$ cat src/rtl/booth_window_sequencer.sv
// Radix-4 Booth window sequencer: latches the multiplier and emits one 3-bit window per accepted step.
// Optional early termination on a trivial remainder is enabled with `define BOOTH_EARLY_EXIT_EN.
module booth_window_sequencer #(
  parameter  int WIDTH = 32,
  localparam int STEPS = WIDTH / 2,
  localparam int CNT_W = $clog2(STEPS)
) (
  input  logic             clock,
  input  logic             reset,
  input  logic             start,
  input  logic [WIDTH-1:0] multiplier,
  output logic [2:0]       select,
  output logic             win_valid,
  input  logic             win_ready,
  output logic             win_last,
  output logic [CNT_W-1:0] step,
  output logic             busy,
  output logic             done
);

  typedef enum logic [1:0] {
    S_IDLE,
    S_RUN,
    S_DONE
  } state_t;

  state_t           state_q, state_d;
  logic [WIDTH-1:0] shreg_q, shreg_d;
  logic             qm1_q, qm1_d;
  logic [CNT_W-1:0] step_q, step_d;

  logic [WIDTH-1:0] shreg_shift;
  logic             last_step;
  logic             remainder_trivial;
  logic             next_trivial;
  logic             accept;

  assign shreg_shift = {{2{shreg_q[WIDTH-1]}}, shreg_q[WIDTH-1:2]};
  assign last_step   = (step_q == CNT_W'(STEPS - 1));
  assign accept      = win_valid && win_ready;

`ifdef BOOTH_EARLY_EXIT_EN
  // Trivial: every remaining window would be 000 or 111, i.e. a zero partial product.
  assign remainder_trivial = (shreg_q == {WIDTH{shreg_q[WIDTH-1]}}) &&
                             (qm1_q == shreg_q[WIDTH-1]);
  assign next_trivial      = (shreg_shift == {WIDTH{shreg_q[WIDTH-1]}}) &&
                             (shreg_q[1] == shreg_q[WIDTH-1]);
`else
  assign remainder_trivial = 1'b0;
  assign next_trivial      = 1'b0;
`endif

  always_ff @(posedge clock) begin
    if (reset) begin
      state_q <= S_IDLE;
      shreg_q <= '0;
      qm1_q   <= 1'b0;
      step_q  <= '0;
    end else begin
      state_q <= state_d;
      shreg_q <= shreg_d;
      qm1_q   <= qm1_d;
      step_q  <= step_d;
    end
  end

  always_comb begin
    state_d = state_q;
    shreg_d = shreg_q;
    qm1_d   = qm1_q;
    step_d  = step_q;
    unique case (state_q)
      S_IDLE: begin
        if (start) begin
          shreg_d = multiplier;
          qm1_d   = 1'b0;
          step_d  = '0;
          state_d = S_RUN;
        end
      end
      S_RUN: begin
        if (remainder_trivial) begin
          state_d = S_DONE;
        end else if (accept) begin
          shreg_d = shreg_shift;
          qm1_d   = shreg_q[1];
          // Counter holds on the final window so it never wraps inside an operation.
          step_d  = last_step ? step_q : step_q + CNT_W'(1);
          if (win_last) state_d = S_DONE;
        end
      end
      S_DONE: begin
        state_d = S_IDLE;
      end
      default: begin
        state_d = S_IDLE;
      end
    endcase
  end

  always_comb begin
    win_valid = 1'b0;
    select    = 3'b000;
    win_last  = 1'b0;
    busy      = 1'b0;
    done      = 1'b0;
    step      = step_q;
    unique case (state_q)
      S_RUN: begin
        busy      = 1'b1;
        win_valid = !remainder_trivial;
        if (!remainder_trivial) begin
          select   = {shreg_q[1], shreg_q[0], qm1_q};
          win_last = last_step || next_trivial;
        end
      end
      S_DONE: begin
        busy = 1'b1;
        done = 1'b1;
      end
      default: begin
      end
    endcase
  end

endmodule

$ cat config.mk
export PLATFORM = sky130hd
export DESIGN_NAME = booth_window_sequencer
export DESIGN_NICKNAME = d
export VERILOG_FILES = /design/src/rtl/booth_window_sequencer.sv
export SDC_FILE = /design/constraint.sdc
export NUM_CORES = 1
export LEC_CHECK = 0
export CAP_MARGIN = 40
export CORE_MARGIN = 1.5
export CORE_UTILIZATION = 45
export CTS_BUF_LIST = sky130_fd_sc_hd__clkbuf_2 sky130_fd_sc_hd__clkbuf_4 sky130_fd_sc_hd__clkbuf_8
export CTS_CLUSTER_DIAMETER = 60
export CTS_CLUSTER_SIZE = 10
export DETAILED_ROUTE_END_ITERATION = 6
export PLACE_DENSITY = 0.71
export SLEW_MARGIN = 30
export SYNTH_ARGS = -nofsm -noshare
export SYNTH_HDL_FRONTEND = slang
export SYNTH_SLANG_ARGS = --single-unit
$ cat constraint.sdc
create_clock -name clock -period 5.1 [get_ports clock]
set_input_delay 0.765 -clock clock [delete_from_list [all_inputs] [get_ports clock]]
set_output_delay 0.765 -clock clock [all_outputs]
set_load 0.005 [all_outputs]
==> reports/summary.log, run 1 <==
qor: run_status.run_status finished, final reports clean
qor: clocking.cts_buffers 5
qor: yosys.async_flop_share 0%
qor: power.powerDensity 547 nW/um^2
qor: detailed_routing.drt-vias-per-instance 5.63
qor: yosys.syn-mean-instance-area 10.4 um^2
qor: clocking.numClockSinks 39
qor: timing.report.final.setup_viol 0
qor: clocking.cts_setup_buffers 0
qor: floorplanning.std_cell_rows 25
qor: min_path.timing.hold.worst.start shreg_q[31]
qor: global_routing.first_global_vias 1,530
qor: clocking.cts-hold-fix-buffers 0
qor: yosys.dominant_combinational_cell_family_by_area_after_synthesis compound AO/OA/AOI/OAI gates
qor: worst_setup_path.setup.worst_path.class reg -> out
qor: yosys.seq_area_frac_synth 36.2%
qor: worst_setup_path.worstSetupStartpointType flip-flop
qor: floorplanning.num_io_pins 47
qor: yosys.synth.area.mux_share 16.9%
qor: timing.min_period_over_period 60.1%
qor: finish.areaGrowthSynthToFinish 26.9%
qor: timing.timing.max_slew.rel_slack 59.6%
qor: detailed_routing.wl_final 4570 um
qor: worst_setup_path.worst-r2r-setup-slack 2.58 ns
qor: detailed_routing.first_iter_violations 123
qor: yosys.synthSimpleGateAreaFrac 6.15%
qor: timing.grt_setup_unrepaired no
qor: timing.hold_viol 0
qor: detailed_routing.drc_errors 0
qor: clocking.worst_setup_hold_path_clk_slew 0.07 ns
qor: yosys.post_synth_xor_area_fraction 0%
qor: finish.nets 286
qor: power.seqPwrFrac 32.0%
qor: worst_setup_path.worst_path_max_delay_cell clkdlybuf4s50_1
qor: power.internal_power 0.897 mW
qor: timing.timing.final.crit_period 3.07 ns
qor: timing.timing.final.max_slew_violations 0
qor: yosys.synth_area 2160 um^2
qor: worst_setup_path.crit_arrival 2.30 ns
qor: min_path.min-delay-path-class reg -> reg
qor: worst_setup_path.slowest_delay 0.53 ns
qor: clocking.clock_tree.root_cell clkbuf_8
qor: place.dp_cells 291
qor: detailed_routing.drt_pass1_iterations 4
qor: detailed_routing.detail_route.wl_per_cell 15.3 um
qor: worst_setup_path.crit_chain inv_1 -> ha_2 -> buf_4 -> inv_2 -> nor3_1 -> clkdlybuf4s50_1
qor: worst_setup_path.crit_required 4.34 ns
qor: timing.worst_pin_slew 0.606 ns
qor: finish.postLayoutCoreUtil 58.7%
qor: place.port-buffer-count 46
qor: global_routing.grt_pass1_wl 7310 um
qor: worst_setup_path.reg_to_reg_end shreg_q[14]
qor: yosys.synth.net_count 249
qor: finish.post_route_cells_drive_above_1_share 20.0%
qor: yosys.yosys.area_share.adder 3.48%
qor: yosys.warning_count_from_the_yosys_run 0
qor: yosys.syn_inst 207
qor: power.combPwrFrac 50.5%
qor: yosys.synth.ff_latch_count 39
qor: flow_run.cap_violations 0
qor: worst_setup_path.regToRegStartpoint state_q[1]
qor: place.place_hpwl 2910 um
qor: timing.worst_hold_slack 0.495 ns
qor: floorplanning.floorplan.core_area 4660 um^2
qor: floorplanning.total_die_area 5220 um^2
qor: clocking.worstSkewPairLatency 0.30 ns
qor: floorplanning.chipWidth 72.2 um
qor: power.clock_group_share_of_total_power 17.4%
qor: detailed_routing.antenna_violating_nets_post_route 0
qor: power.sw_frac_of_total 40.1%
qor: global_routing.globalRouteOverflowTotal 0
qor: finish.stdcell_count 299
qor: place.place_congestion 0.835
qor: worst_setup_path.worst-r2r-cell-count 6
qor: clocking.buffers_from_clock_root_to_sink_at_most 2
qor: timing.fin_skew 0.0117 ns
qor: yosys.synth_flop_cell dfxtp_1
qor: clocking.cts_resized 0
qor: detailed_routing.dr_total_vias 1,683
qor: yosys.synth-compound-area-share 30.6%
qor: global_routing.initial_antenna_violation_count 0
qor: clocking.cts_max_level 2
qor: min_path.whs_endpoint shreg_q[31]
qor: clocking.tritoncts built
qor: worst_setup_path.critPathCaptureType output pin
qor: finish.antennaDiodeCount 0
qor: power.p_leak 0.958 nW
qor: timing.finalSetupTns 0 ns
qor: worst_setup_path.path_max_fanout 37
qor: global_routing.total_track_usage 18.0%
qor: floorplanning.initial_utilization 46.3%
qor: yosys.yosysUniqueCellTypes 36
qor: global_routing.grt_start_max_net_pins 38
qor: power.p_sw 0.601 mW
qor: min_path.timing.hold.worst_path_depth 2
qor: power.power.ir.vdd_worst 265 uV
qor: timing.clock.fmax 326 MHz
qor: yosys.synth_edf_count 0
qor: floorplanning.die-height 72.2 um
==> synthesized netlist by cell type, types with 2 or more instances <==
library cell	number	share of area [%]
a211oi_2	30	17
a21oi_1	33	7.7
and2_1	3	0.87
buf_2	4	0.93
buf_6	5	2.6
clkbuf_1	9	1.6
dfxtp_1	39	36
ha_1	6	3.5
inv_1	5	0.87
mux2i_1	35	16
nand2_1	8	1.4
nand2b_1	2	0.58
nand3_1	3	0.70
nor2b_1	2	0.58
o21ai_0	2	0.46
==> how the worst max path moves through the flow <==
stage	from	endpoint	slack, ns	depth (start not counted)
5_1_grt	state_q[1]	win_last	1.83	6
3_3_place_gp	state_q[1]	win_last	2.41	6
2_1_floorplan	state_q[1]	win_last	3.34	5
6_report	state_q[1]	win_last	2.03	6
3_5_place_dp	state_q[1]	win_last	2.34	6
4_1_cts	state_q[1]	win_last	2.02	6
==> power by group through the flow <==
stage	Clock [mW]	Sequential [mW]	Combinational, mW
final	0.261	0.480	0.757
after global routing	0.277	0.494	0.819
after CTS	0.266	0.480	0.760
after detailed placement	0	0.485	0.760
after global placement	0	0.482	0.745
after floorplan	0	0.470	0.661
==> cell families (layout without fill, tap and decap cells) <==
| kind of cell | Yosys count | count (layout) |
|---|---|---|
| flops | 39 | 39 |
| compound gates | 75 | 75 |
| simple gates | 25 | 25 |
| buf+inv | 26 | 64 |
| fa+ha+maj | 6 | 6 |
| mux | 36 | 36 |
==> worst max-delay path, delay by kind of cell (launching register included) <==
family                     cells  cell delay, ns
adders and majority gates      1            0.18
buffers and inverters          4            1.29
DFF                            1            0.33
and+or+nand+nor                1            0.21
==> cell usage in the layout (no fill, tap or decap), types with 2 or more instances in the layout <==
cell type,synthesis,layout
a211oi_2,30,30
a21oi_1,33,33
and2_1,3,3
buf_4,1,2
clkbuf_8,0,5
clkdlybuf4s50_1,0,45
dfxtp_1,39,39
ha_1,6,5
inv_1,5,5
mux2i_1,35,35
nand2_1,8,8
nand2b_1,2,2
nand3_1,3,3
nor2b_1,2,2
o21ai_0,2,2
==> layer usage <==
| metal | share of wire (%) | track usage [%] |
|---|---|---|
| met5 | 0 | 0 |
| met2 | 44 | 26.4 |
| met3 | 5.0 | 5.00 |
| met4 | 1.1 | 6.50 |
| met1 | 50 | 25.3 |
==> per-stage QoR <==
stage | setup WS, ns | cell area [um^2] | total power [mW]
after floorplan | 3.34 | 2160 | 1.13
after global routing | 1.83 | 2740 | 1.59
after global placement | 2.41 | 2580 | 1.23
after CTS | 2.02 | 2740 | 1.51
final | 2.03 | 2740 | 1.50
after detailed placement | 2.34 | 2620 | 1.24
==> cell type report <==
cell class,count,area (um^2)
clock buffers,5,68.8
clock inverters,3,43.8
fillers,419,1920
inverters,6,22.5
multi-input cells,142,1230
flip-flops and latches,39,781
well taps,54,67.6
repair buffers,50,518
==> registers in the layout, indices dropped and copies added, names as in the netlist <==
register	cells
qm1_q	1
shreg_q	32
state_q	2
step	4
(Power assumes the default switching activity.)
==> inputs of run 2 (changes only) <==
Settings changed: PLACE_DENSITY 0.71 to 0.74.
Clock period 5.1 ns to 2.7 ns, I/O delays scaled along.
==> run 2 against run 1 <==
Compared with the run above:
- first-iteration DRC count up 1.6%
- clock skew shrank 0.0071 ns
- hold slack worse by 0.012 ns
- wire length decreased by 3.6%
- register-to-register slack worse by 1.9 ns
- die area unchanged
- clock-buffer cell count is 3 higher
- sequential cell count stayed put
- utilization fell by 0.72 points
- critical path depth is 2 lower
- setup slack worse by 1.6 ns
- non-clock buffer count grew 1
==> reports/summary.log, run 2 (synthesis results as in run 1) <==
qor: finish.layout.cell_area.non_filler 2700 um^2 [-1.2%]
qor: place.dp_cells 292 [+0.34%]
qor: finish.nets 287 [+0.35%]
qor: worst_setup_path.worstSetupStartpointType flip-flop
qor: power.power.ir.vdd_worst 496 uV [+87%]
qor: worst_setup_path.regToRegStartpoint state_q[0]
qor: floorplanning.die-height 72.2 um [unchanged]
qor: timing.hold_viol 0 [unchanged]
qor: timing.min_period_over_period 85.7%
qor: clocking.cts_setup_buffers 0 [unchanged]
qor: global_routing.first_global_vias 1,609 [+5.2%]
qor: timing.clock.fmax 432 MHz
qor: clocking.cts-hold-fix-buffers 0 [unchanged]
qor: global_routing.initial_antenna_violation_count 0 [unchanged]
qor: timing.fin_skew 0.00464 ns [-0.00711 ns]
qor: floorplanning.total_die_area 5220 um^2 [unchanged]
qor: worst_setup_path.crit_required 2.30 ns [-2.04 ns]
qor: min_path.whs_endpoint shreg_q[31]
qor: timing.worst_hold_slack 0.483 ns [-0.0119 ns]
qor: global_routing.globalRouteOverflowTotal 0 [unchanged]
qor: timing.timing.final.max_slew_violations 0 [unchanged]
qor: timing.timing.max_slew.rel_slack 66.8% [+7.2 points]
qor: timing.finalSetupTns 0 ns [unchanged]
qor: clocking.cts_max_level 2 [unchanged]
qor: timing.timing.final.crit_period 2.31 ns
qor: clocking.numClockSinks 39 [unchanged]
qor: finish.antennaDiodeCount 0 [unchanged]
qor: finish.post_route_cells_drive_above_1_share 20.3% [+0.33 points]
qor: timing.postLayoutSetupSlackWorst 0.387 ns [-1.65 ns]
qor: place.place_congestion 0.796 [-4.7%]
qor: detailed_routing.wl_final 4410 um [-3.6%]
qor: clocking.worst_setup_hold_path_clk_slew 0.08 ns [about the same]
qor: clocking.cts_resized 0 [unchanged]
qor: worst_setup_path.critPathCaptureType output pin
qor: detailed_routing.drt-vias-per-instance 5.57 [-1.0%]
qor: finish.most_common_cell_after_layout_fill_and_taps_aside clkdlybuf4s50_1
qor: worst_setup_path.crit_arrival 1.91 ns [-0.39 ns]
qor: global_routing.grt_pass1_wl 7560 um [+3.3%]
qor: timing.worst_pin_slew 0.498 ns [-0.108 ns]
qor: timing.grt_setup_unrepaired no
qor: place.detailed_place.area 2600 um^2 [-0.95%]
qor: finish.registers.top_by_ff_count shreg_q
qor: worst_setup_path.path_max_fanout 20 [-46%]
qor: detailed_routing.dr_total_vias 1,671 [-0.71%]
qor: timing.report.final.setup_viol 0 [unchanged]
qor: floorplanning.floorplan.core_area 4660 um^2 [unchanged]
qor: clocking.tritoncts built
qor: detailed_routing.first_iter_violations 125 [+1.6%]
qor: flow_run.cap_violations 0 [unchanged]
qor: detailed_routing.drt_pass1_iterations 4 [unchanged]
qor: worst_setup_path.worst-r2r-cell-count 5 [-1]
qor: min_path.min-delay-path-class reg -> reg
qor: global_routing.grt_start_max_net_pins 35 [-7.9%]
qor: power.p_leak 0.948 nW [-1.1%]
qor: finish.fillers 413 [-1.4%]
qor: run_status.run_status finished, final reports clean
qor: place.port-buffer-count 46 [unchanged]
qor: floorplanning.initial_utilization 46.3% [unchanged]
qor: power.report.power.total 2.78 mW [+86%]
qor: floorplanning.num_io_pins 47 [unchanged]
qor: clocking.buffers_from_clock_root_to_sink_at_most 2 [unchanged]
qor: finish.areaGrowthSynthToFinish 25.3%
qor: place.pre_cts_setup_slack 0.530 ns [-1.81 ns]
qor: worst_setup_path.worst-r2r-setup-slack 0.67 ns [-1.91 ns]
qor: place.place_hpwl 3000 um [+3.2%]
qor: detailed_routing.antenna_violating_nets_post_route 0 [unchanged]
qor: finish.postLayoutCoreUtil 58.0% [-0.72 points]
qor: finish.largest_reg_flops 32 [unchanged]
qor: worst_setup_path.reg_to_reg_end shreg_q[12]
qor: finish.layout.cells.most_common_list 45 x clkdlybuf4s50_1, 39 x dfxtp_1, 35 x mux2i_1, 33 x a21oi_1, 30 x a211oi_2
qor: min_path.timing.hold.worst_path_depth 2 [unchanged]
qor: clocking.clock_tree.root_cell clkbuf_8
qor: worst_setup_path.setup.worst_path.class reg -> out
qor: global_routing.total_track_usage 18.3% [+0.25 points]
qor: clocking.cts_buffers 5 [unchanged]
qor: finish.stdcell_count 300 [+0.33%]
qor: detailed_routing.drc_errors 0 [unchanged]
qor: power.powerDensity 1030 nW/um^2 [+88%]
qor: floorplanning.std_cell_rows 25 [unchanged]
qor: floorplanning.chipWidth 72.2 um [unchanged]
qor: min_path.timing.hold.worst.start shreg_q[31]
qor: clocking.worstSkewPairLatency 0.29 ns [about the same]
qor: detailed_routing.detail_route.wl_per_cell 14.7 um [-3.9%]
[run 2: changes by cell type in the layout (fill, tap and decap cells not counted), sizes merged]
cell,before,now
buf,5,6
clkinv,2,0
clkbuf,5,8
bufinv,1,0
[run 2: worst max path at each step]
stage	startpoint	end
2_1_floorplan	state_q[1]	shreg_q[0]
3_3_place_gp	win_ready	shreg_q[12]
3_5_place_dp	win_ready	shreg_q[26]
4_1_cts	state_q[1]	win_valid
5_1_grt	state_q[1]	win_valid
6_report	state_q[1]	win_valid
[run 2: area by class of cell]
| class | instances | area, um^2 | area share [%] |
|---|---|---|---|
| multi-input combinational | 142 | 1230 | 45.7 |
| sequential | 39 | 781 | 28.9 |
| timing repair buffer | 51 | 493 | 18.2 |
| clock buffer | 8 | 104 | 3.84 |
| tap | 54 | 67.6 | 2.50 |
| inverter | 6 | 22.5 | 0.833 |
[run 2: power breakdown]
group / total [mW] / internal, mW / switching, mW
sequential: 0.908 / 0.792 / 0.116
clock: 0.444 / 0.243 / 0.200
combinational: 1.43 / 0.638 / 0.795
total: 2.78 / 1.67 / 1.11
[run 2: worst max-delay path: stages, from the launching register on]
cell and delay [ns]:
dfxtp_1 0.33, inv_1 0.12, ha_2 0.25, buf_4 0.35, clkdlybuf4s50_1 0.57
[run 2: per-layer routing]
metal  vias to the layer above  global-route usage (%)  wire [um]
met5                         -                       0          0
met4                         0                    6.29         56
met3                         7                    4.03        193
met2                        36                    28.4       1980
met1                       787                    25.1       2190
li1                        841                       -          -
==> inputs of run 3 (changes only) <==
Settings changed: CORE_MARGIN 1.5 to unset, PLACE_DENSITY 0.74 to 0.71, SLEW_MARGIN 30 to 5.
Clock period 2.7 ns to 2.94 ns, I/O delays scaled along.
==> run 3 against run 2 <==
Compared with the run above:
- the run now ends with design-rule violations left
- sequential power is 8.1% lower
- die area is 2.7% lower
- wire length is 3.0% lower
- global-route usage is 0.12 points lower
- power is 10% lower
- final area is 0.93% lower
- critical path type unchanged
- critical endpoint is now select[0]
- highest routed layer unchanged
==> reports/summary.log, run 3 (synthesis results as in run 1) <==
qor: worst_setup_path.regToRegStartpoint state_q[1]
qor: finish.antennaDiodeCount 0 [unchanged]
qor: clocking.clock_tree.root_cell clkbuf_8
qor: detailed_routing.drt-vias-per-instance 5.55 [-0.44%]
qor: worst_setup_path.crit_required 2.50 ns [+0.20 ns]
qor: global_routing.globalRouteOverflowTotal 0 [unchanged]
qor: detailed_routing.antenna_violating_nets_post_route 0 [unchanged]
qor: place.place_hpwl 2850 um [-4.9%]
qor: detailed_routing.drt_pass1_iterations 6 [+2]
qor: finish.most_common_cell_after_layout_fill_and_taps_aside clkdlybuf4s50_1
qor: min_path.timing.hold.worst_path_depth 2 [unchanged]
qor: finish.nets 286 [-0.35%]
qor: timing.grt_setup_unrepaired no
qor: floorplanning.initial_utilization 48.2% [+1.9 points]
qor: timing.min_period_over_period 78.0%
qor: finish.registers.top_by_ff_count shreg_q
qor: finish.areaGrowthSynthToFinish 24.1%
qor: clocking.cts-hold-fix-buffers 0 [unchanged]
qor: worst_setup_path.critPathLaunch state_q[1]
qor: power.power.ir.vdd_worst 387 uV [-22%]
qor: finish.register_area 781 um^2 [unchanged]
qor: clocking.buffers_from_clock_root_to_sink_at_most 2 [unchanged]
qor: finish.post_route_cells_drive_above_1_share 20.0% [-0.33 points]
qor: timing.report.final.setup_viol 0 [unchanged]
qor: timing.worst_pin_slew 0.551 ns [+0.0530 ns]
qor: worst_setup_path.crit_arrival 1.85 ns [-0.06 ns]
qor: clocking.worst_setup_hold_path_clk_slew 0.07 ns [about the same]
qor: worst_setup_path.cp_top_family buffers and inverters
qor: finish.layout.cells.most_common_list 45 x clkdlybuf4s50_1, 39 x dfxtp_1, 35 x mux2i_1, 33 x a21oi_1, 30 x a211oi_2
qor: timing.finalSetupTns 0 ns [unchanged]
qor: finish.multi_input_area 1230 um^2 [unchanged]
qor: place.place_congestion 0.827 [+3.8%]
qor: floorplanning.chipWidth 71.2 um [-1.4%]
qor: min_path.min-delay-path-class in -> reg
qor: timing.clock.fmax 436 MHz
qor: floorplanning.num_io_pins 47 [unchanged]
qor: detailed_routing.dr_total_vias 1,647 [-1.4%]
qor: timing.worst_hold_slack 0.397 ns [-0.0866 ns]
qor: worst_setup_path.worstSetupStartpointType flip-flop
qor: worst_setup_path.slowest_delay 0.50 ns [-0.07 ns]
qor: floorplanning.die-height 71.2 um [-1.4%]
qor: flow_run.cap_violations 0 [unchanged]
qor: worst_setup_path.worst-r2r-cell-count 5 [unchanged]
qor: timing.timing.final.crit_period 2.29 ns
qor: global_routing.initial_antenna_violation_count 0 [unchanged]
qor: clocking.cts_resized 0 [unchanged]
qor: timing.fin_skew 0.00327 ns [-0.00137 ns]
qor: floorplanning.std_cell_rows 24 [-4.0%]
qor: clocking.cts_max_level 2 [unchanged]
qor: global_routing.grt_pass1_wl 7200 um [-4.8%]
qor: clocking.tritoncts built
qor: clocking.cts_buffers 5 [unchanged]
qor: floorplanning.total_die_area 5070 um^2 [-2.7%]
qor: clocking.cts_setup_buffers 0 [unchanged]
qor: power.p_leak 0.936 nW [-1.2%]
qor: global_routing.total_track_usage 18.1% [-0.12 points]
qor: global_routing.grt_start_max_net_pins 35 [unchanged]
qor: worst_setup_path.crit_chain inv_1 -> ha_1 -> and2_1 -> clkdlybuf4s50_1
qor: detailed_routing.drc_errors 3 [+3]
qor: detailed_routing.first_iter_violations 149 [+19%]
qor: timing.hold_viol 0 [unchanged]
qor: worst_setup_path.worst_path_max_delay_cell clkdlybuf4s50_1
qor: clocking.numClockSinks 39 [unchanged]
qor: finish.layout.cell_area.non_filler 2680 um^2 [-0.93%]
qor: place.detailed_place.area 2590 um^2 [-0.39%]
qor: worst_setup_path.setup.worst_path.class reg -> out
qor: global_routing.first_global_vias 1,555 [-3.4%]
qor: timing.timing.final.max_slew_violations 0 [unchanged]
qor: worst_setup_path.reg_to_reg_end shreg_q[26]
qor: floorplanning.floorplan.core_area 4470 um^2 [-4.0%]
qor: worst_setup_path.path_max_fanout 9 [-55%]
qor: place.port-buffer-count 46 [unchanged]
qor: detailed_routing.detail_route.wl_per_cell 14.4 um [-2.0%]
qor: clocking.worstSkewPairLatency 0.29 ns [about the same]
qor: finish.largest_reg_flops 32 [unchanged]
qor: detailed_routing.wl_final 4280 um [-3.0%]
qor: worst_setup_path.worstPathBufferInverterCount 2 [-1]
qor: run_status.run_status complete, but fails checks
qor: power.report.power.total 2.51 mW [-10%]
qor: worst_setup_path.crit_cells 4 [unchanged]
qor: worst_setup_path.critPathCaptureType output pin
qor: finish.fillers 402 [-2.7%]
qor: min_path.timing.hold.worst.start reset
qor: timing.timing.max_slew.rel_slack 63.3% [-3.5 points]
qor: worst_setup_path.worst-r2r-setup-slack 0.91 ns [+0.24 ns]
qor: run_status.violated_checks design-rule violations
qor: power.powerDensity 936 nW/um^2 [-9.2%]
qor: min_path.whs_endpoint step[3]
-- run 3: changes by cell type in the layout (fill, tap and decap cells not counted) --
cell,delta
buf_4,-1
clkbuf_4,+1
clkbuf_8,-2
clkinv_2,+1
-- run 3: stage by stage --
| stage | util, % | worst slack (ns) | instances |
|---|---|---|---|
| floorplan | - | 1.21 | 207 |
| global placement | 57.9 | 0.726 | 289 |
| detailed placement | 57.9 | 0.739 | 289 |
| CTS | 59.8 | 0.623 | 297 |
| global route | 59.8 | 0.526 | 297 |
| finish | 59.8 | 0.646 | 297 |
-- run 3: worst register-to-register path: stages (launching register included) --
cell and delay [ns]:
dfxtp_1 0.33, inv_1 0.12, ha_1 0.30, mux2_4 0.44, and2_4 0.55, a211oi_1 0.15
-- run 3: how the worst max path moves through the flow --
stage / slack (ns) / end
2_1_floorplan: 1.21 / shreg_q[0]
3_3_place_gp: 0.73 / shreg_q[26]
3_5_place_dp: 0.74 / shreg_q[26]
4_1_cts: 0.62 / select[2]
5_1_grt: 0.53 / select[0]
6_report: 0.65 / select[0]
-- run 3: area by class of cell --
cell class	instances	area share [%]
multi-input combinational	142	46.1
sequential	39	29.2
timing repair buffer	50	18.1
clock buffer	7	3.13
tap	52	2.43
inverter	6	0.841
clock inverter	1	0.187
-- run 3: per-layer routing --
| metal | track usage, % | wire (um) | up-vias |
|---|---|---|---|
| met5 | 0 | 0 | - |
| met2 | 26.8 | 1810 | 40 |
| met4 | 8.67 | 80 | 0 |
| met3 | 3.52 | 186 | 7 |
| met1 | 25.5 | 2200 | 756 |
| li1 | - | - | 844 |
-- run 3: power by group --
part | total (mW) | switching [mW] | internal [mW] | leakage, nW
sequential | 0.834 | 0.107 | 0.727 | 0.322
combinational | 1.30 | 0.726 | 0.579 | 0.565
clock | 0.367 | 0.182 | 0.185 | 0.0491
total | 2.51 | 1.01 | 1.49 | 0.936
